**src/rtl/stream_min_tracker_pkg.sv**
```systemverilog
`default_nettype none
// +----------------------------------------------------------------------+
// | Module   : stream_min_tracker_pkg                                    |
// | Brief    : Shared types and helpers for the streaming min tracker.   |
// | Revision : 1.0 - initial release                                     |
// +----------------------------------------------------------------------+
package stream_min_tracker_pkg;

    typedef enum logic [0:0] {
        ACCUM = 1'b0,
        HOLD  = 1'b1
    } state_t;

    localparam logic c_sel_min = 1'b0;
    localparam logic c_sel_max = 1'b1;

    // Largest number of samples a frame may hold before it is force-closed.
    function automatic int unsigned frame_limit(input int unsigned idx_w);
        return 32'd1 << idx_w;
    endfunction

endpackage
`default_nettype wire

```
**src/rtl/stream_min_tracker_min_sel_update.sv**
```systemverilog
`default_nettype none
// +----------------------------------------------------------------------+
// | Module   : min_sel_update                                            |
// | Brief    : Combinational best-so-far compare/select (min or max).    |
// | Revision : 1.0 - initial release                                     |
// +----------------------------------------------------------------------+
module min_sel_update #(
    parameter int WIDTH = 8,
    parameter int IDX_W = 4
) (
    input  logic [WIDTH-1:0] i_best_val,
    input  logic [IDX_W-1:0] i_best_idx,
    input  logic [WIDTH-1:0] i_cand_val,
    input  logic [IDX_W-1:0] i_cand_idx,
    input  logic             i_first,
    input  logic             i_sel_max,
    output logic [WIDTH-1:0] o_new_val,
    output logic [IDX_W-1:0] o_new_idx
);

    logic w_better;
    logic w_take;

    // Strict comparison keeps the earliest occurrence on ties.
    assign w_better  = i_sel_max ? (i_cand_val > i_best_val) : (i_cand_val < i_best_val);
    assign w_take    = i_first | w_better;
    assign o_new_val = w_take ? i_cand_val : i_best_val;
    assign o_new_idx = w_take ? i_cand_idx : i_best_idx;

endmodule
`default_nettype wire

```
**src/rtl/stream_min_tracker.sv**
```systemverilog
`default_nettype none
// +----------------------------------------------------------------------+
// | Module   : stream_min_tracker                                        |
// | Brief    : Per-frame minimum/first-index/length over a valid/ready   |
// |            stream. Define STREAM_MIN_TRACKER_MAX_EN to also report   |
// |            the maximum and its first index.                          |
// | Revision : 1.0 - initial release                                     |
// +----------------------------------------------------------------------+
module stream_min_tracker
    import stream_min_tracker_pkg::*;
#(
    parameter int WIDTH = 8,
    parameter int IDX_W = 4
) (
    input  logic             clk,
    input  logic             rst_n,
    input  logic             in_valid,
    output logic             in_ready,
    input  logic [WIDTH-1:0] in_data,
    input  logic             in_last,
    output logic             out_valid,
    input  logic             out_ready,
    output logic [WIDTH-1:0] out_min,
    output logic [IDX_W-1:0] out_idx,
    output logic [IDX_W:0]   out_count,
`ifdef STREAM_MIN_TRACKER_MAX_EN
    output logic [WIDTH-1:0] out_max,
    output logic [IDX_W-1:0] out_max_idx,
`endif
    output logic             out_ovf
);

    localparam logic [IDX_W:0] c_limit = (IDX_W+1)'(frame_limit(IDX_W));

    state_t           r_state;
    logic             r_in_ready;
    logic             r_out_valid;
    logic [WIDTH-1:0] r_min;
    logic [IDX_W-1:0] r_idx;
    logic [IDX_W:0]   r_count;
    logic [WIDTH-1:0] r_out_min;
    logic [IDX_W-1:0] r_out_idx;
    logic [IDX_W:0]   r_out_count;
    logic             r_out_ovf;

    logic             w_accept;
    logic             w_first;
    logic [IDX_W:0]   w_count_nxt;
    logic             w_limit_hit;
    logic             w_close;
    logic [IDX_W-1:0] w_cand_idx;
    logic [WIDTH-1:0] w_min_nxt;
    logic [IDX_W-1:0] w_idx_nxt;

    assign w_accept    = in_valid & r_in_ready & (r_state == ACCUM);
    assign w_first     = (r_count == '0);
    assign w_count_nxt = r_count + 1'b1;
    assign w_limit_hit = (w_count_nxt == c_limit);
    assign w_close     = in_last | w_limit_hit;
    // Accepting a beat implies count < limit, so the low bits are the beat index.
    assign w_cand_idx  = r_count[IDX_W-1:0];

    min_sel_update #(
        .WIDTH (WIDTH),
        .IDX_W (IDX_W)
    ) u_min_sel (
        .i_best_val (r_min),
        .i_best_idx (r_idx),
        .i_cand_val (in_data),
        .i_cand_idx (w_cand_idx),
        .i_first    (w_first),
        .i_sel_max  (c_sel_min),
        .o_new_val  (w_min_nxt),
        .o_new_idx  (w_idx_nxt)
    );

`ifdef STREAM_MIN_TRACKER_MAX_EN
    logic [WIDTH-1:0] r_max;
    logic [IDX_W-1:0] r_max_idx;
    logic [WIDTH-1:0] r_out_max;
    logic [IDX_W-1:0] r_out_max_idx;
    logic [WIDTH-1:0] w_max_nxt;
    logic [IDX_W-1:0] w_max_idx_nxt;

    min_sel_update #(
        .WIDTH (WIDTH),
        .IDX_W (IDX_W)
    ) u_max_sel (
        .i_best_val (r_max),
        .i_best_idx (r_max_idx),
        .i_cand_val (in_data),
        .i_cand_idx (w_cand_idx),
        .i_first    (w_first),
        .i_sel_max  (c_sel_max),
        .o_new_val  (w_max_nxt),
        .o_new_idx  (w_max_idx_nxt)
    );

    always_ff @(posedge clk) begin
        if (!rst_n) begin
            r_max         <= '0;
            r_max_idx     <= '0;
            r_out_max     <= '0;
            r_out_max_idx <= '0;
        end else if (w_accept) begin
            r_max     <= w_max_nxt;
            r_max_idx <= w_max_idx_nxt;
            if (w_close) begin
                r_out_max     <= w_max_nxt;
                r_out_max_idx <= w_max_idx_nxt;
            end
        end
    end

    assign out_max     = r_out_max;
    assign out_max_idx = r_out_max_idx;
`endif

    always_ff @(posedge clk) begin
        if (!rst_n) begin
            r_state     <= ACCUM;
            r_in_ready  <= 1'b0;
            r_out_valid <= 1'b0;
            r_min       <= '0;
            r_idx       <= '0;
            r_count     <= '0;
            r_out_min   <= '0;
            r_out_idx   <= '0;
            r_out_count <= '0;
            r_out_ovf   <= 1'b0;
        end else begin
            case (r_state)
                ACCUM: begin
                    r_in_ready <= 1'b1;
                    if (w_accept) begin
                        r_min   <= w_min_nxt;
                        r_idx   <= w_idx_nxt;
                        r_count <= w_count_nxt;
                        if (w_close) begin
                            r_out_min   <= w_min_nxt;
                            r_out_idx   <= w_idx_nxt;
                            r_out_count <= w_count_nxt;
                            r_out_ovf   <= ~in_last;
                            r_out_valid <= 1'b1;
                            r_in_ready  <= 1'b0;
                            r_state     <= HOLD;
                        end
                    end
                end
                HOLD: begin
                    if (out_ready) begin
                        r_out_valid <= 1'b0;
                        r_in_ready  <= 1'b1;
                        r_count     <= '0;
                        r_state     <= ACCUM;
                    end
                end
                default: begin
                    r_state <= ACCUM;
                end
            endcase
        end
    end

    assign in_ready  = r_in_ready;
    assign out_valid = r_out_valid;
    assign out_min   = r_out_min;
    assign out_idx   = r_out_idx;
    assign out_count = r_out_count;
    assign out_ovf   = r_out_ovf;

endmodule
`default_nettype wire
```
**config.mk**
```make
export PLATFORM = sky130hd
export DESIGN_NAME = stream_min_tracker
export DESIGN_NICKNAME = d
export VERILOG_FILES = /design/src/rtl/stream_min_tracker_pkg.sv /design/src/rtl/stream_min_tracker_min_sel_update.sv /design/src/rtl/stream_min_tracker.sv
export SDC_FILE = /design/constraint.sdc
export NUM_CORES = 1
export LEC_CHECK = 0
export ABC_AREA = 1
export CAP_MARGIN = 20
export CORE_ASPECT_RATIO = 1.1
export CORE_UTILIZATION = 55
export DETAILED_ROUTE_END_ITERATION = 12
export HOLD_SLACK_MARGIN = 0.06
export MAX_ROUTING_LAYER = met4
export PLACE_DENSITY = 0.82
export SYNTH_ARGS = -nofsm -noshare
export SYNTH_HDL_FRONTEND = slang
export SYNTH_SLANG_ARGS = --single-unit
```
**constraint.sdc**
```tcl
create_clock -name clk -period 4.17 [get_ports clk]
set_input_delay 1.251 -clock clk [delete_from_list [all_inputs] [get_ports clk]]
set_output_delay 1.251 -clock clk [all_outputs]
set_load 0.02 [all_outputs]
```
Word-level counts from Yosys, hierarchy flattened
Cells that the tools add are included.
{"block": "word_totals", "inputBits": 13, "word_cells": 44, "ff_bits": 38}
{"block": "op_classes", "mux": 17, "order_cmp": 1, "n_bitwise": 6, "reduce_logical": 5, "eq_ne": 4, "addsub": 1}
{"cell": "two-way mux 5 bit", "n": 2}
{"cell": "case mux 5 bit (2 select lines)", "n": 1}
{"cell": "two-way mux 1 bit", "n": 9}
{"cell": "< comparator 8 bit", "n": 1}
{"cell": "two-way mux 8 bit", "n": 1}
{"cell": "!= test 2 bit (second input constant)", "n": 3}
{"cell": "case mux 1 bit (2 select lines)", "n": 3}
{"cell": "AND reduction 3 bit", "n": 2}
{"cell": "adder 5 x 1 -> 5 bit (second input constant)", "n": 1}
{"cell": "== test 5 bit (second input constant)", "n": 1}
{"cell": "zero test 5 bit", "n": 1}
{"cell": "two-way mux 4 bit", "n": 1}
{"cell": "AND reduction 2 bit", "n": 2}
{"cell": "bitwise AND 1 bit", "n": 2}
{"cell": "inverter 1 bit", "n": 2}
{"cell": "OR 1 bit", "n": 2}

Longest topological paths before layout
Gate-level depths: netlist of the first run.
{"block": "logic_depth", "depth_word": 6, "mapped_depth": 14}

Modules after synthesis
Synthesis of the first run repeated with hierarchy kept, for this count alone.
{"block": "hier_totals", "cells_unflattened": 295, "hier_area_um2": 2021.9}
{"module": "stream_min_tracker", "cells_per_inst": 213, "instances": 1, "area_each_um2": 1576.5}
{"module": "min_sel_update", "cells_per_inst": 82, "instances": 1, "area_each_um2": 445.4}

Worst setup path before layout of the first run
Ideal clock, no wire load.
{"block": "synth_path", "path_type": "input -> register", "startpoint": "input in_data[5]", "endpoint": "register r_min[1]", "arrival_ns": 2.428, "cell_stages": 10, "path_slack_ns": 1.633, "n_path_buf": 1, "path_cell_list": "ha_1 -> a21oi_1 -> nor2_1 -> nor3_1 -> nand2_1 -> buf_2 -> nand3_1 -> nand3_1 -> nand2_1 -> inv_1"}
{"block": "synth_between", "elab_chain_len": 3}
{"element": "from (decl)", "line": "stream_min_tracker.sv:19", "rtl": "input logic [WIDTH-1:0] in_data,"}
{"element": "< comparator 8 bit", "line": "stream_min_tracker_min_sel_update.sv:25", "rtl": "assign w_better = i_sel_max ? (i_cand_val > i_best_val) : (i_cand_val < i_best_val);"}
{"element": "OR 1 bit", "line": "stream_min_tracker_min_sel_update.sv:26", "rtl": "assign w_take = i_first | w_better;"}
{"element": "two-way mux 8 bit", "line": "stream_min_tracker_min_sel_update.sv:27", "rtl": "assign o_new_val = w_take ? i_cand_val : i_best_val;"}
{"element": "to (signal assigned)", "line": "stream_min_tracker.sv:136", "rtl": "r_min <= w_min_nxt;"}
{"element": "to (decl)", "line": "stream_min_tracker.sv:38", "rtl": "logic [WIDTH-1:0] r_min;"}
Every way passes these cells.
A chain may end at the register's enable or synchronous reset.

Final worst setup path of the first run
{"block": "layout_path", "startpoint": "input in_data[5]", "endpoint": "register r_out_min[7], in the netlist out_min[7]"}
{"block": "layout_between", "elab_chain_len": 3}
{"element": "< comparator 8 bit", "line": "stream_min_tracker_min_sel_update.sv:25"}
{"element": "OR 1 bit", "line": "stream_min_tracker_min_sel_update.sv:26"}
{"element": "two-way mux 8 bit", "line": "stream_min_tracker_min_sel_update.sv:27"}
{"element": "to (signal assigned)", "line": "stream_min_tracker.sv:140", "rtl": "r_out_min <= w_min_nxt;"}
{"element": "to (decl)", "line": "stream_min_tracker.sv:41", "rtl": "logic [WIDTH-1:0] r_out_min;"}
Every way passes these cells.

==> qor.tcl, run 1 <==
set qor(timing.critical_path.arrival_ps) 3490
set qor(mean_cell_area_of_the_mapped_netlist_um2) 6.585
set qor(finalHoldViolations) 0
set qor(grt_max_degree) 22
set qor(die_footprint_mm2) 0.004034
set qor(place.gp.congestion) 0.8667
set qor(drt-total-wl_um) 4422
set qor(global_route_wire_length_before_repair_um) 7624
set qor(cts_num_sinks) 38
set qor(synthesis.instances) 316
set qor(crit_path_cell_trace) {clkdlybuf4s50_1, ha_1, a21oi_1, nor2_1, nor3_1, nand2_1, nand2_1, nand2_1, nand3_1, nand2_1, inv_1}
set qor(num_rows) 23
set qor(number_of_cts_inserted_buffers) 5
set qor(worstHoldStart) {out_count[1]}
set qor(num_antenna_cells) 0
set qor(netlist-cell-type-count) 25
set qor(drive_above_1_share) 0.04956
set qor(post_cts.resized_instances) 0
set qor(post-place-ws_ps) 653.6
set qor(synth.cell_area_mm2) 0.002081
set qor(groute.usage.overall) 0.2613
set qor(detail-route-antenna-nets) 0
set qor(yosysWarningCount) 0
set qor(setup_viol) 0
set qor(fmax_mhz) 307.0
set qor(detail_route.vias_per_cell) 4.893
set qor(final.setup.worst_slack_ps) 913.2
set qor(maxSlewViolCount) 0
set qor(routed-via-count) 1923
set qor(placeableCoreArea_mm2) 0.003626
set qor(ctsHoldBuffers) 0
set qor(crit_type) {primary input to flip-flop}
set qor(cp_common_cell) {nand2_1}
set qor(timing.critical_path.from_type) {primary input}
set qor(number_of_antenna_violations_at_the_first_check_in_global_routing) 0
set qor(drt_first_iter_violations) 110
set qor(cp_data_required_time_ps) 4400
set qor(power-per-cell-area_mw_per_mm2) 318.7
set qor(end_kind) {flip-flop}
set qor(route.detailed.wl_per_inst_um) 11.25
set qor(io-pin-count) 33
set qor(worst_skew_pair.late_latency_ps) 280
set qor(hold-path-cell-count) 2
set qor(layout.core_utilization) 0.6867
set qor(drt_drc_violations_left) 0
set qor(final_period_minus_worst_setup_slack_ps) 3257
set qor(max-cap-violations) 0
set qor(tns_ps) 0
set qor(unrepaired_setup_endpoints_after_global_routing) {false}
set qor(cts_root_buf) {clkbuf_8}
set qor(max-vdd-ir-drop_mv) 0.2437
set qor(worst_hold_path.endpoint) {out_count[1]}
set qor(drt_first_pass_iters) 4
set qor(fillerInstances) 330
set qor(slew_headroom) 0.5176
set qor(holdCritPathClass) {flip-flop to flip-flop}
set qor(syn-num-nets) 339
set qor(cts.reportedPaths.clkPinSlew_ps) 70
set qor(worst-slew-pin-transition_ps) 722.8
set qor(grt_pass1_vias) 1775
set qor(synth_edf_count) 0
set qor(layout-area-overhead-vs-synth_pct) 19.66
set qor(critical_path_peak_fanout) 13
set qor(ctsHtreeMaxLevel) 2
set qor(r2r-start) {r_min[5]}
set qor(max-clock-path-buffers) 2
set qor(clock_tree_from_tritoncts) {done}
set qor(worst_r2r_endpoint) {out_min[7]}
set qor(start_util) 0.5738
set qor(dominantRegCellSynth) {dfxtp_1}
set qor(regToRegSetupSlack_ps) 1950
set qor(port_buf_inserts) 32
set qor(cpPeakStageDelay_ps) 430
set qor(cts_setup_buffers) 0
set qor(die-width_um) 60.65
set qor(finalClockSkew_ps) 3.750
set qor(nNetsFinal) 367
set qor(crit_path_top_delay_cell) {clkdlybuf4s50_1}
set qor(worst_setup_path_start) {in_data[5]}
set qor(post-route-period-util) 0.7810
set qor(hpwlAfterDp_um) 3151
set qor(synth_sequential_area_ratio) 0.3656
set qor(dieHeight_um) 66.51
set qor(overflow) 0
set qor(synth_async_sr_flop_share) 0
set qor(synth.ff_latch_count) 38
set qor(worstRegToRegCells) 11
set qor(leakage_nw) 1.347
set qor(outcome) {finished clean}
## worst max-delay path: cells and delay by family
family / cells / cell delay [ps]
buf+inv: 2 / 470
simple gates: 7 / 1280
fa+ha+maj: 1 / 320
compound gates: 1 / 160
## cell usage after synthesis, types with 2 or more instances
cell type / count / area (um2)
nor2_1: 25 / 93.84
nand2_1: 71 / 266.5
dfxtp_1: 38 / 760.7
inv_1: 72 / 270.3
nand2_4: 2 / 22.52
o21ai_0: 5 / 25.02
buf_2: 3 / 15.01
clkbuf_1: 6 / 22.52
ha_1: 10 / 125.1
a21oi_2: 2 / 17.52
buf_6: 2 / 22.52
a21oi_1: 15 / 75.07
nand3_1: 53 / 265.3
## stage by stage
step | power (mW) | cells | area (um2) | hold WS, ps
2_1_floorplan | 0.5061 | 316 | 2081 | 452.8
3_3_place_gp | 0.5530 | 387 | 2407 | 458.6
3_5_place_dp | 0.5568 | 387 | 2407 | 465.5
4_1_cts | 0.7991 | 393 | 2490 | 476.8
5_1_grt | 0.8426 | 393 | 2490 | 498.7
6_report | 0.7935 | 393 | 2490 | 472.0
## metal layers
layer / vias to the layer above / global-route usage / part of all wire / wire [um]
li1: 1010 / - / - / -
met1: 859 / 0.3147 / 0.47 / 2061
met2: 48 / 0.4135 / 0.48 / 2106
met3: 6 / 0.06408 / 0.045 / 198
met4: 0 / 0.1080 / 0.013 / 56
met5: - / - / 0 / 0
## placed cells by master, fill, tap and decap left out
cell / instances
a211oi_1: 1
a21boi_0: 1
a21oi_1: 15
a21oi_2: 2
and2_4: 1
buf_4: 2
clkbuf_8: 6
clkdlybuf4s50_1: 32
dfxtp_1: 38
ha_1: 10
inv_1: 72
inv_6: 1
nand2_1: 71
nand2_2: 1
nand2_4: 2
nand3_1: 53
nand3_2: 1
nor2_1: 25
nor3_1: 1
o21ai_0: 5
xnor2_1: 1
xnor2_2: 1
xor2_1: 1
## flip-flops by register name, indices dropped and copies added (netlist names)
register   flops
out_valid      1
r_idx          4
out_ovf        1
in_ready       1
r_count        5
out_count      5
r_min          8
out_min        8
r_state        1
out_idx        4
## cell families (layout without fill, tap and decap cells)
family                     Yosys count  after routing  synth area share
DFF                                 38             38            0.3656
buffers and inverters               86            113            0.1684
adders and majority gates           10             10           0.06013
AOI/OAI and AO/OA                   24             24           0.06374
and+or+nand+nor                    155            155            0.3259
xor gates and xnor gates             3              3           0.01624
## where the power goes
group          total (mW)  leakage [nW]  internal [mW]  switching, mW
Combinational       0.154         0.994         0.0625         0.0920
Clock               0.245        0.0431          0.127          0.117
Sequential          0.394         0.311          0.383         0.0116
Total               0.794          1.35          0.573          0.221
## worst max path at each step
stage                 end  slack [ps]  cells past startpoint
4_1_cts        out_min[6]         930                     11
2_1_floorplan    r_min[1]        1630                     10
3_3_place_gp   out_min[7]         740                     11
3_5_place_dp   out_min[6]         650                     11
5_1_grt        out_min[4]         670                     11
6_report       out_min[7]         910                     11
## cell type report
type | instances | area [um2] | share of cell area
timing repair buffer | 34 | 335.3 | 0.1347
multi-input combinational | 192 | 969.7 | 0.3894
clock buffer | 6 | 82.58 | 0.03317
inverter | 73 | 279.0 | 0.1121
sequential | 38 | 760.7 | 0.3055
tap | 50 | 62.56 | 0.02513
(Power assumes the default switching activity.)
==> inputs of run 2 (changes only) <==
CORE_UTILIZATION = 48   (was 55)
PLACE_DENSITY = 0.75   (was 0.82)
clock period = 2.8 ns   (was 4.17 ns; I/O delays follow)
==> qor.tcl, run 2 (synthesized netlist as in run 1, its figures left out) <==
set qor(place.gp.congestion) 0.8104 ;# -6.5%
set qor(grt_max_degree) 22 ;# unchanged
set qor(finalHoldViolations) 0 ;# unchanged
set qor(holdCritPathClass) {flip-flop to flip-flop}
set qor(placeableCoreArea_mm2) 0.004054 ;# +12%
set qor(final_cell_mix) {inv_1, nand2_1, nand3_1, dfxtp_1, clkdlybuf4s50_1}
set qor(layout.core_utilization) 0.6432 ;# -0.04347
set qor(io-pin-count) 33 ;# unchanged
set qor(timing.critical_path.from_type) {primary input}
set qor(dieHeight_um) 71.06 ;# +6.8%
set qor(global_route_wire_length_before_repair_um) 7817 ;# +2.5%
set qor(placedCellCount) 399 ;# +3.1%
set qor(max-cap-violations) 0 ;# unchanged
set qor(drt_first_pass_iters) 4 ;# unchanged
set qor(design_area_mm2) 0.002608 ;# +4.7%
set qor(final.setup.worst_slack_ps) 341.3 ;# -571.9 ps
set qor(drt-total-wl_um) 4713 ;# +6.6%
set qor(setup_viol) 0 ;# unchanged
set qor(num_rows) 24 ;# +4.3%
set qor(max-vdd-ir-drop_mv) 0.2923 ;# +20%
set qor(worst_skew_pair.late_latency_ps) 290 ;# about the same
set qor(grt_pass1_vias) 1769 ;# -0.34%
set qor(final_period_minus_worst_setup_slack_ps) 2459
set qor(ctsHtreeMaxLevel) 2 ;# unchanged
set qor(dpl_cell_area_mm2) 0.002497 ;# +3.7%
set qor(worst-slew-pin-transition_ps) 534.1 ;# -188.7 ps
set qor(final_common_cell) {inv_1}
set qor(max-clock-path-buffers) 2 ;# unchanged
set qor(nNetsFinal) 377 ;# +2.7%
set qor(slew_headroom) 0.6430 ;# +0.1253
set qor(die-width_um) 64.78 ;# +6.8%
set qor(overflow) 0 ;# unchanged
set qor(post-route-period-util) 0.8781
set qor(post_cts.resized_instances) 0 ;# unchanged
set qor(met2_usage) 0.3519 ;# -0.06161
set qor(routed-via-count) 1949 ;# +1.4%
set qor(maxSlewViolCount) 0 ;# unchanged
set qor(number_of_antenna_violations_at_the_first_check_in_global_routing) 0 ;# unchanged
set qor(unrepaired_setup_endpoints_after_global_routing) {false}
set qor(power-per-cell-area_mw_per_mm2) 490.9 ;# +54%
set qor(critical_path_peak_fanout) 8 ;# -5
set qor(layout-area-overhead-vs-synth_pct) 25.32
set qor(tns_ps) 0 ;# unchanged
set qor(final_cells) 407 ;# +3.6%
set qor(drive_above_1_share) 0.08169 ;# +0.03213
set qor(detail-route-antenna-nets) 0 ;# unchanged
set qor(leakage_nw) 1.411 ;# +4.7%
set qor(post-place-ws_ps) 71.93 ;# -581.7 ps
set qor(clock_tree_from_tritoncts) {done}
set qor(crit_type) {primary input to flip-flop}
set qor(drt_drc_violations_left) 0 ;# unchanged
set qor(port_buf_inserts) 32 ;# unchanged
set qor(most_heavily_used_metal_layer_in_global_routing) {met2}
set qor(use_met3) 0.04194 ;# -0.02214
set qor(cts_setup_buffers) 0 ;# unchanged
set qor(start_util) 0.5133 ;# -0.06057
set qor(ctsHoldBuffers) 0 ;# unchanged
set qor(groute.usage.overall) 0.2289 ;# -0.03239
set qor(cts_num_sinks) 38 ;# unchanged
set qor(die_footprint_mm2) 0.004603 ;# +14%
set qor(route.detailed.wl_per_inst_um) 11.58 ;# +2.9%
set qor(gr-usage-met1) 0.2822 ;# -0.03251
set qor(cts.reportedPaths.clkPinSlew_ps) 70 ;# about the same
set qor(hpwlAfterDp_um) 3269 ;# +3.7%
set qor(outcome) {finished clean}
set qor(drt_first_iter_violations) 131 ;# +19%
set qor(num_antenna_cells) 0 ;# unchanged
set qor(end_kind) {flip-flop}
set qor(cts_root_buf) {clkbuf_8}
set qor(timing.critical_path.arrival_ps) 2690 ;# -800 ps
set qor(detail_route.vias_per_cell) 4.789 ;# -2.1%
set qor(number_of_cts_inserted_buffers) 5 ;# unchanged
set qor(cp_data_required_time_ps) 3040 ;# -1360 ps
set qor(fmax_mhz) 406.7
set qor(finalClockSkew_ps) 4.304 ;# +0.5541 ps
run 2: changes by cell type in the layout (fill, tap and decap cells not counted):
cell / change
buf_4: +9
buf_12: +1
clkbuf_8: +2
run 2: layout make-up:
class / count / area (um2)
clock buffer: 8 / 110.1
multi-input combinational: 192 / 969.7
tap: 52 / 65.06
timing repair buffer: 44 / 422.9
inverter: 73 / 279.0
fill: 369 / 1446
sequential: 38 / 760.7
run 2: layer usage:
metal,part of all wire,up-vias,routed length (um)
li1,-,1029,-
met5,0,-,0
met3,0.069,8,323
met1,0.46,837,2157
met2,0.46,75,2147
met4,0.018,0,85
run 2: report_power, final:
group | internal [mW] | switching (mW)
Clock | 0.249 | 0.191
Sequential | 0.570 | 0.0175
Combinational | 0.108 | 0.145
run 2: final timing paths:
path / startpoint / cells after the start / slack, ps / to
worst max-delay path: in_data[5] / 12 / 340 / out_idx[0]
worst min-delay path: out_count[1] / 2 / 470 / out_count[1]
worst max register to register: r_count[0] / 9 / 950 / out_idx[0]
worst min register to register: out_count[1] / 2 / 470 / out_count[1]
run 2: metrics by stage:
stage                     power, mW  hold slack [ps]
after floorplan              0.7537            452.8
after global placement       0.8452            461.2
after detailed placement     0.8493            468.4
after CTS                     1.289            477.6
after global routing          1.352            493.0
final                         1.280            471.6
run 2: worst max-delay path: stages:
cell,delay [ps]
clkdlybuf4s50_1,430
ha_1,320
a21oi_1,160
nor2_1,50
nor3_1,210
nand2_1,130
nand2_1,90
buf_4,180
nand2_1,80
nand3_1,100
nand2_1,50
inv_1,40
